[src/rtl/aes_pkg.sv]
// Shared AES definitions: byte/word types, the InvShiftRows byte map,
// the inverse-xtime Rcon step and the pipeline entry layout.
package aes_pkg;

   typedef logic [7:0]  byte_t;
   typedef logic [31:0] word_t;

   // Source byte index for each output byte of InvShiftRows (column-major).
   localparam logic [3:0] INV_SHIFT_IDX [16] = '{
      4'h0, 4'hD, 4'hA, 4'h7,
      4'h4, 4'h1, 4'hE, 4'hB,
      4'h8, 4'h5, 4'h2, 4'hF,
      4'hC, 4'h9, 4'h6, 4'h3
   };

   typedef enum logic [1:0] {
      ST_EMPTY,
      ST_OUT,
      ST_FULL
   } skid_state_e;

   typedef struct packed {
      byte_t [15:0] r;
      byte_t [15:0] ka;
      byte_t        rcon;
      logic         valid;
   } entry_t;

   function automatic byte_t rcon_inv(input byte_t rc);
      if (rc[0]) begin
         return ((rc ^ 8'h1B) >> 1) | 8'h80;
      end
      return rc >> 1;
   endfunction

endpackage

[src/rtl/aes_sbox.sv]
// Forward AES S-box, purely combinational table lookup.
module aes_sbox (
   input  logic [7:0] in_i,
   output logic [7:0] out_o
);

   // Entry 0x00 sits in the most significant byte.
   localparam logic [2047:0] SBOX_TABLE = {
      128'h637c777bf26b6fc53001672bfed7ab76,
      128'hca82c97dfa5947f0add4a2af9ca472c0,
      128'hb7fd9326363ff7cc34a5e5f171d83115,
      128'h04c723c31896059a071280e2eb27b275,
      128'h09832c1a1b6e5aa0523bd6b329e32f84,
      128'h53d100ed20fcb15b6acbbe394a4c58cf,
      128'hd0efaafb434d338545f9027f503c9fa8,
      128'h51a3408f929d38f5bcb6da2110fff3d2,
      128'hcd0c13ec5f974417c4a77e3d645d1973,
      128'h60814fdc222a908846eeb814de5e0bdb,
      128'he0323a0a4906245cc2d3ac629195e479,
      128'he7c8376d8dd54ea96c56f4ea657aae08,
      128'hba78252e1ca6b4c6e8dd741f4bbd8b8a,
      128'h703eb5664803f60e613557b986c11d9e,
      128'he1f8981169d98e949b1e87e9ce5528df,
      128'h8ca1890dbfe6426841992d0fb054bb16
   };

   assign out_o = SBOX_TABLE[{~in_i, 3'b000} +: 8];

endmodule

[src/rtl/inv_shift_row_stage.sv]
// Decrypt pipeline stage: InvShiftRows on the state, one backward key-schedule
// step on the round key, inverse-xtime on Rcon, with an optional skid buffer.
module inv_shift_row_stage
   import aes_pkg::*;
#(
   parameter bit SKID_EN = 1'b1
) (
   input  logic       clock,
   input  logic       reset_n,
   input  logic [7:0] G0, G1, G2, G3, G4, G5, G6, G7,
   input  logic [7:0] G8, G9, GA, GB, GC, GD, GE, GF,
   input  logic [7:0] K0, K1, K2, K3, K4, K5, K6, K7,
   input  logic [7:0] K8, K9, KA, KB, KC, KD, KE, KF,
   input  logic [7:0] Rcon_in,
   input  logic       empty_in,
   output logic       ready,
   output logic [7:0] R0, R1, R2, R3, R4, R5, R6, R7,
   output logic [7:0] R8, R9, RA, RB, RC, RD, RE, RF,
   output logic [7:0] KA0, KA1, KA2, KA3, KA4, KA5, KA6, KA7,
   output logic [7:0] KA8, KA9, KAA, KAB, KAC, KAD, KAE, KAF,
   output logic [7:0] Rcon_out,
   output logic       empty,
   input  logic       ready_in
);

   byte_t [15:0] g_in;
   byte_t [15:0] k_in;
   byte_t [15:0] r_new;
   byte_t [15:0] ka_new;
   byte_t [3:0]  w3_b;
   byte_t [3:0]  sub_b;
   entry_t       new_e;

   entry_t       out_q, out_d;
   entry_t       skid_q, skid_d;
   skid_state_e  state_q, state_d;
   logic         ready_q, ready_d;
   logic         accept;
   logic         handoff;

   assign g_in = {GF, GE, GD, GC, GB, GA, G9, G8, G7, G6, G5, G4, G3, G2, G1, G0};
   assign k_in = {KF, KE, KD, KC, KB, KA, K9, K8, K7, K6, K5, K4, K3, K2, K1, K0};

   for (genvar i = 0; i < 16; i++) begin : g_inv_shift
      assign r_new[i] = g_in[INV_SHIFT_IDX[i]];
   end

   // Words w1..w3 of the previous key fall out of adjacent XORs; w0 needs
   // SubWord(RotWord(w3)), so the rotation is folded into the S-box wiring.
   for (genvar j = 0; j < 4; j++) begin : g_key_step
      assign w3_b[j] = k_in[12+j] ^ k_in[8+j];

      aes_sbox u_sbox (
         .in_i  (w3_b[(j+1)%4]),
         .out_o (sub_b[j])
      );

      assign ka_new[12+j] = w3_b[j];
      assign ka_new[8+j]  = k_in[8+j] ^ k_in[4+j];
      assign ka_new[4+j]  = k_in[4+j] ^ k_in[j];
      assign ka_new[j]    = k_in[j] ^ sub_b[j] ^ ((j == 0) ? Rcon_in : 8'h00);
   end

   assign new_e = '{r: r_new, ka: ka_new, rcon: rcon_inv(Rcon_in), valid: 1'b1};

   // Without the skid entry, ready is combinational from downstream.
   assign ready   = SKID_EN ? ready_q : (ready_in | ~out_q.valid);
   assign accept  = ~empty_in & ready;
   assign handoff = out_q.valid & ready_in;

   // NOTE: every variable gets its hold value first so no path infers a latch.
   always_comb begin
      state_d = state_q;
      out_d   = out_q;
      skid_d  = skid_q;
      unique case (state_q)
         ST_EMPTY: begin
            if (accept) begin
               out_d   = new_e;
               state_d = ST_OUT;
            end
         end
         ST_OUT: begin
            if (accept && handoff) begin
               out_d = new_e;
            end else if (accept) begin
               skid_d  = new_e;
               state_d = ST_FULL;
            end else if (handoff) begin
               out_d.valid = 1'b0;
               state_d     = ST_EMPTY;
            end
         end
         ST_FULL: begin
            if (handoff) begin
               out_d        = skid_q;
               skid_d.valid = 1'b0;
               state_d      = ST_OUT;
            end
         end
         default: begin
            out_d.valid  = 1'b0;
            skid_d.valid = 1'b0;
            state_d      = ST_EMPTY;
         end
      endcase
      ready_d = (state_d != ST_FULL);
   end

   // NOTE: sequential state uses non-blocking assignments only.
   // NOTE: the skid data is reset along with the output register so that
   // outputs read 0x00 right after reset and nothing stale survives.
   always_ff @(posedge clock or negedge reset_n) begin
      if (!reset_n) begin
         state_q <= ST_EMPTY;
         out_q   <= '0;
         skid_q  <= '0;
         ready_q <= 1'b1;
      end else begin
         state_q <= state_d;
         out_q   <= out_d;
         skid_q  <= skid_d;
         ready_q <= ready_d;
      end
   end

   assign {RF, RE, RD, RC, RB, RA, R9, R8, R7, R6, R5, R4, R3, R2, R1, R0} = out_q.r;
   assign {KAF, KAE, KAD, KAC, KAB, KAA, KA9, KA8,
           KA7, KA6, KA5, KA4, KA3, KA2, KA1, KA0} = out_q.ka;
   assign Rcon_out = out_q.rcon;
   assign empty    = ~out_q.valid;

endmodule

[config.mk]
export PLATFORM = sky130hd
export DESIGN_NAME = inv_shift_row_stage
export DESIGN_NICKNAME = d
export VERILOG_FILES = /design/src/rtl/aes_pkg.sv /design/src/rtl/aes_sbox.sv /design/src/rtl/inv_shift_row_stage.sv
export SDC_FILE = /design/constraint.sdc
export NUM_CORES = 2
export LEC_CHECK = 0
export CAP_MARGIN = 20
export CORE_MARGIN = 3
export CORE_UTILIZATION = 54
export CTS_CLUSTER_DIAMETER = 120
export DETAILED_ROUTE_END_ITERATION = 10
export PLACE_DENSITY_LB_ADDON = 0.3
export SYNTH_ARGS = -nofsm -noshare
export SYNTH_HDL_FRONTEND = slang
export SYNTH_HIERARCHICAL = 1
export SYNTH_SLANG_ARGS = --single-unit
export TNS_END_PERCENT = 20
[constraint.sdc]
create_clock -name clock -period 3.4 [get_ports clock]
set_clock_uncertainty 0.05 [all_clocks]
set_input_delay 0.51 -clock clock [delete_from_list [all_inputs] [get_ports clock]]
set_output_delay 0.51 -clock clock [all_outputs]
set_load 0.02 [all_outputs]
==> impl_metrics.yaml <==
worst_setup_path:
  end_kind: "flip-flop"
  reg2reg_to: "RD[5]$_DFFE_PN0P_"
  crit_path_max_incr_delay_ps: 600
  crit_family: "buffers and inverters"
  required_ps: 3870
  start_kind: "input port"
  critical_path_class: "input port to flip-flop"
  crit_chain: "clkdlybuf4s50_1 > xor2_4 > inv_1 > buf_4 > buf_4 > o21ai_0 > a211oi_1 > a311oi_1 > o22ai_1 > xor2_1 > mux2_2 > mux2_2"
  crit_fanout: 8
  reg2reg_slack_ps: 920
  critPathArrivalTime_ps: 3890
  critPathBufInv: 4
  cp_slowest_cell: "clkdlybuf4s50_1"
  reg2reg_depth: 5
  r2r_start: "state_q[1]$_DFF_PN0_"
clock_tree:
  insertion_delay_ps: 650
  cts.sinks: 533
  cts.reportedPaths.clkPinSlew_ps: 60
  cts_tree: "built"
  ctsLongestPathBuffers: 3
  h-tree-depth: 2
  cts_root_buffer: "clkbuf_16"
  cts_made_buffers: 56
final_layout:
  fin_nets: 5327
  fillCellCount: 5146
  largest_reg_flops: 265
  ff_latch_area_mm2: 0.0133
  stdcell_count: 6014
  drive_gt1_frac: 0.347
  largest-register: "skid_q"
  multi_input_area_mm2: 0.0237
  final_cell_mix: "buf_4, dfrtp_1, clkdlybuf4s50_1, mux2_2, mux2_1"
  fin_area_mm2: 0.0541
  final_common_cell: "buf_4"
  syn2layout_area_growth_pct: 33.6
synthesis:
  synth_edf_count: 0
  netlist_area_mm2: 0.0405
  syn_nets: 4363
  yosys_warnings: 6
  ys_seq_elements: 533
  syn-instance-count: 4035
  synth.yosys.seq_area_share: 0.330
  synth_top_flop_cell: "dfrtp_1"
  async_flop_share: 1.00
  ys_types: 87
  avgSynthCellArea_um2: 10.0
floorplan:
  core_region_area_mm2: 0.0736
  fp-row-count: 99
  start_util: 0.550
  dieWidth_um: 280
  io-pin-count: 534
  die_area_mm2: 0.0783
  die_y_um: 280
place:
  port_buffers: 533
  dpl.cell_count: 5868
  hpwl_um: 132000
  place_area_mm2: 0.0516
  place.gp.congestion: 1.10
global_routing:
  grt_use_total: 0.435
  grt_pass1_vias: 40000
  grt.overflow.total: 0
  antenna_found_initial: 20
  grt_max_degree: 115
  grt_pass1_wl_um: 259000
pwr:
  powerDensity_mw_per_mm2: 741
  vdd_drop_max_v: 0.000774
  p_leak_uw: 0.0229
  seqPwrFrac: 0.295
  p_int_uw: 23800
  pwr-share-clk: 0.154
  power.net_switching_uw: 16200
  switching_share: 0.405
  pwr-share-comb: 0.551
route:
  drc: 0
  wl_um: 177000
  vias_per_cell: 6.53
  post_drt_wl_per_cell_um: 29.5
  route.vias.total: 39300
  dr.pass1.iters: 7
  drt_iter0_markers: 4538
  postRouteAntennaNets: 0
sta:
  hold_viol_final: 0
  setup_viol: 1
  fin_crit_ps: 3420
  rsz0062_at_grt: "yes"
  post-route-period-util: 1.01
  relSlewSlack: 0.435
  slew_violations: 0
  clock.fmax_mhz: 293
  fin_ws_ps: -17.6
  worst_slew_pin_slew_ps: 847
  setup_tns_ps: -17.6
worst_hold_path:
  hp-start: "skid_q[184]$_DFFE_PN0P_"
  min_to: "skid_q[184]$_DFFE_PN0P_"
  hp-class: "flip-flop to flip-flop"
  whs_path_depth: 1
job:
  maxCapViolations: 0
outcome:
  status: "finished, violations left"
  violations: "setup timing"
[area by class of cell]
| class | count | share of cell area |
|---|---|---|
| antenna | 15 | 0.000694 |
| clock buffer | 85 | 0.0298 |
| clock inverter | 14 | 0.00308 |
| inverter | 51 | 0.00403 |
| multi-input combinational | 2822 | 0.438 |
| sequential | 533 | 0.247 |
| tap | 959 | 0.0222 |
| timing repair buffer | 1535 | 0.256 |
[worst max path at each step]
stage	from	endpoint	slack (ps)	cells after the start
2_1_floorplan	K9[1]	KA0[3]$_DFFE_PN0P_	-90	14
3_3_place_gp	KB[1]	KA2[5]$_DFFE_PN0P_	-1080	15
3_5_place_dp	KB[1]	KA2[5]$_DFFE_PN0P_	-1090	15
4_1_cts	KC[3]	KA3[4]$_DFFE_PN0P_	-0.8	13
5_1_grt	KA[0]	KA1[2]$_DFFE_PN0P_	-40	16
6_report	K8[4]	KA3[2]$_DFFE_PN0P_	-20	12
[power groups by stage]
stage / combinational [µW] / sequential [µW] / clock (µW)
after floorplan: 14500 / 10800 / 0
after global placement: 20700 / 11200 / 0
after CTS: 21700 / 11700 / 6200
after global routing: 23000 / 12000 / 6450
after detailed placement: 21300 / 11600 / 0
final: 22100 / 11800 / 6160
[Yosys cell counts (66+ instances only)]
master,n,share of area
buf_4,338,0.063
mux2_1,399,0.11
buf_2,153,0.019
nor2_1,180,0.017
a21oi_1,212,0.026
nand2_1,146,0.014
a31oi_1,68,0.011
dfrtp_1,532,0.33
o21ai_0,188,0.023
clkbuf_1,69,0.0064
nand3_1,72,0.0089
xor2_1,127,0.027
mux2_2,405,0.11
nor2b_1,66,0.010
nand2b_1,90,0.014
[stage by stage]
step	worst slack [ps]	power (µW)	utilization	hold WS, ps
final	-17.6	40100	0.735	433
after global routing	-41.4	41500	0.735	445
after CTS	-0.824	39500	0.730	430
after detailed placement	-1090	32900	0.701	418
after global placement	-1080	31800	0.701	410
after floorplan	-91.5	25300	-	164
[per-layer routing]
metal  up-vias  global-route usage  wire length [µm]
met5         -                   0                36
met4         6               0.254             12900
met3       794              0.0977             17800
met2      2821               0.691             80600
met1     19200               0.546             65900
li1      16500                   -                 -
[repair_timing]
action	CTS	global route
hold buffers	1	0
cloned	0	2
pin swaps	18	22
resized for setup	69	77
endpoints found under the hold margin	66	0
endpoints found under the setup margin	50	31
buffers inserted	16	13
[cell families (layout without fill, tap and decap cells)]
| family | count (synthesis) | after routing | synth area share |
|---|---|---|---|
| AND/OR/NAND/NOR | 773 | 773 | 0.101 |
| buffers and inverters | 681 | 1685 | 0.112 |
| AO/OA/AOI/OAI | 1024 | 1024 | 0.173 |
| XOR/XNOR | 139 | 140 | 0.0331 |
| adder cells (fa/ha/maj) | 60 | 60 | 0.0186 |
| flip-flops | 533 | 533 | 0.330 |
| other | 0 | 15 | 0 |
| multiplexers | 825 | 825 | 0.233 |
[worst reg2reg max path, cell delays in order, from the launching register on]
cell and delay [ps]:
dfrtp_1 520, nor3b_1 450, a22o_4 450, buf_12 240
buf_12 230, mux2_2 420
Note: power is estimated with default switching activity, not from simulation.
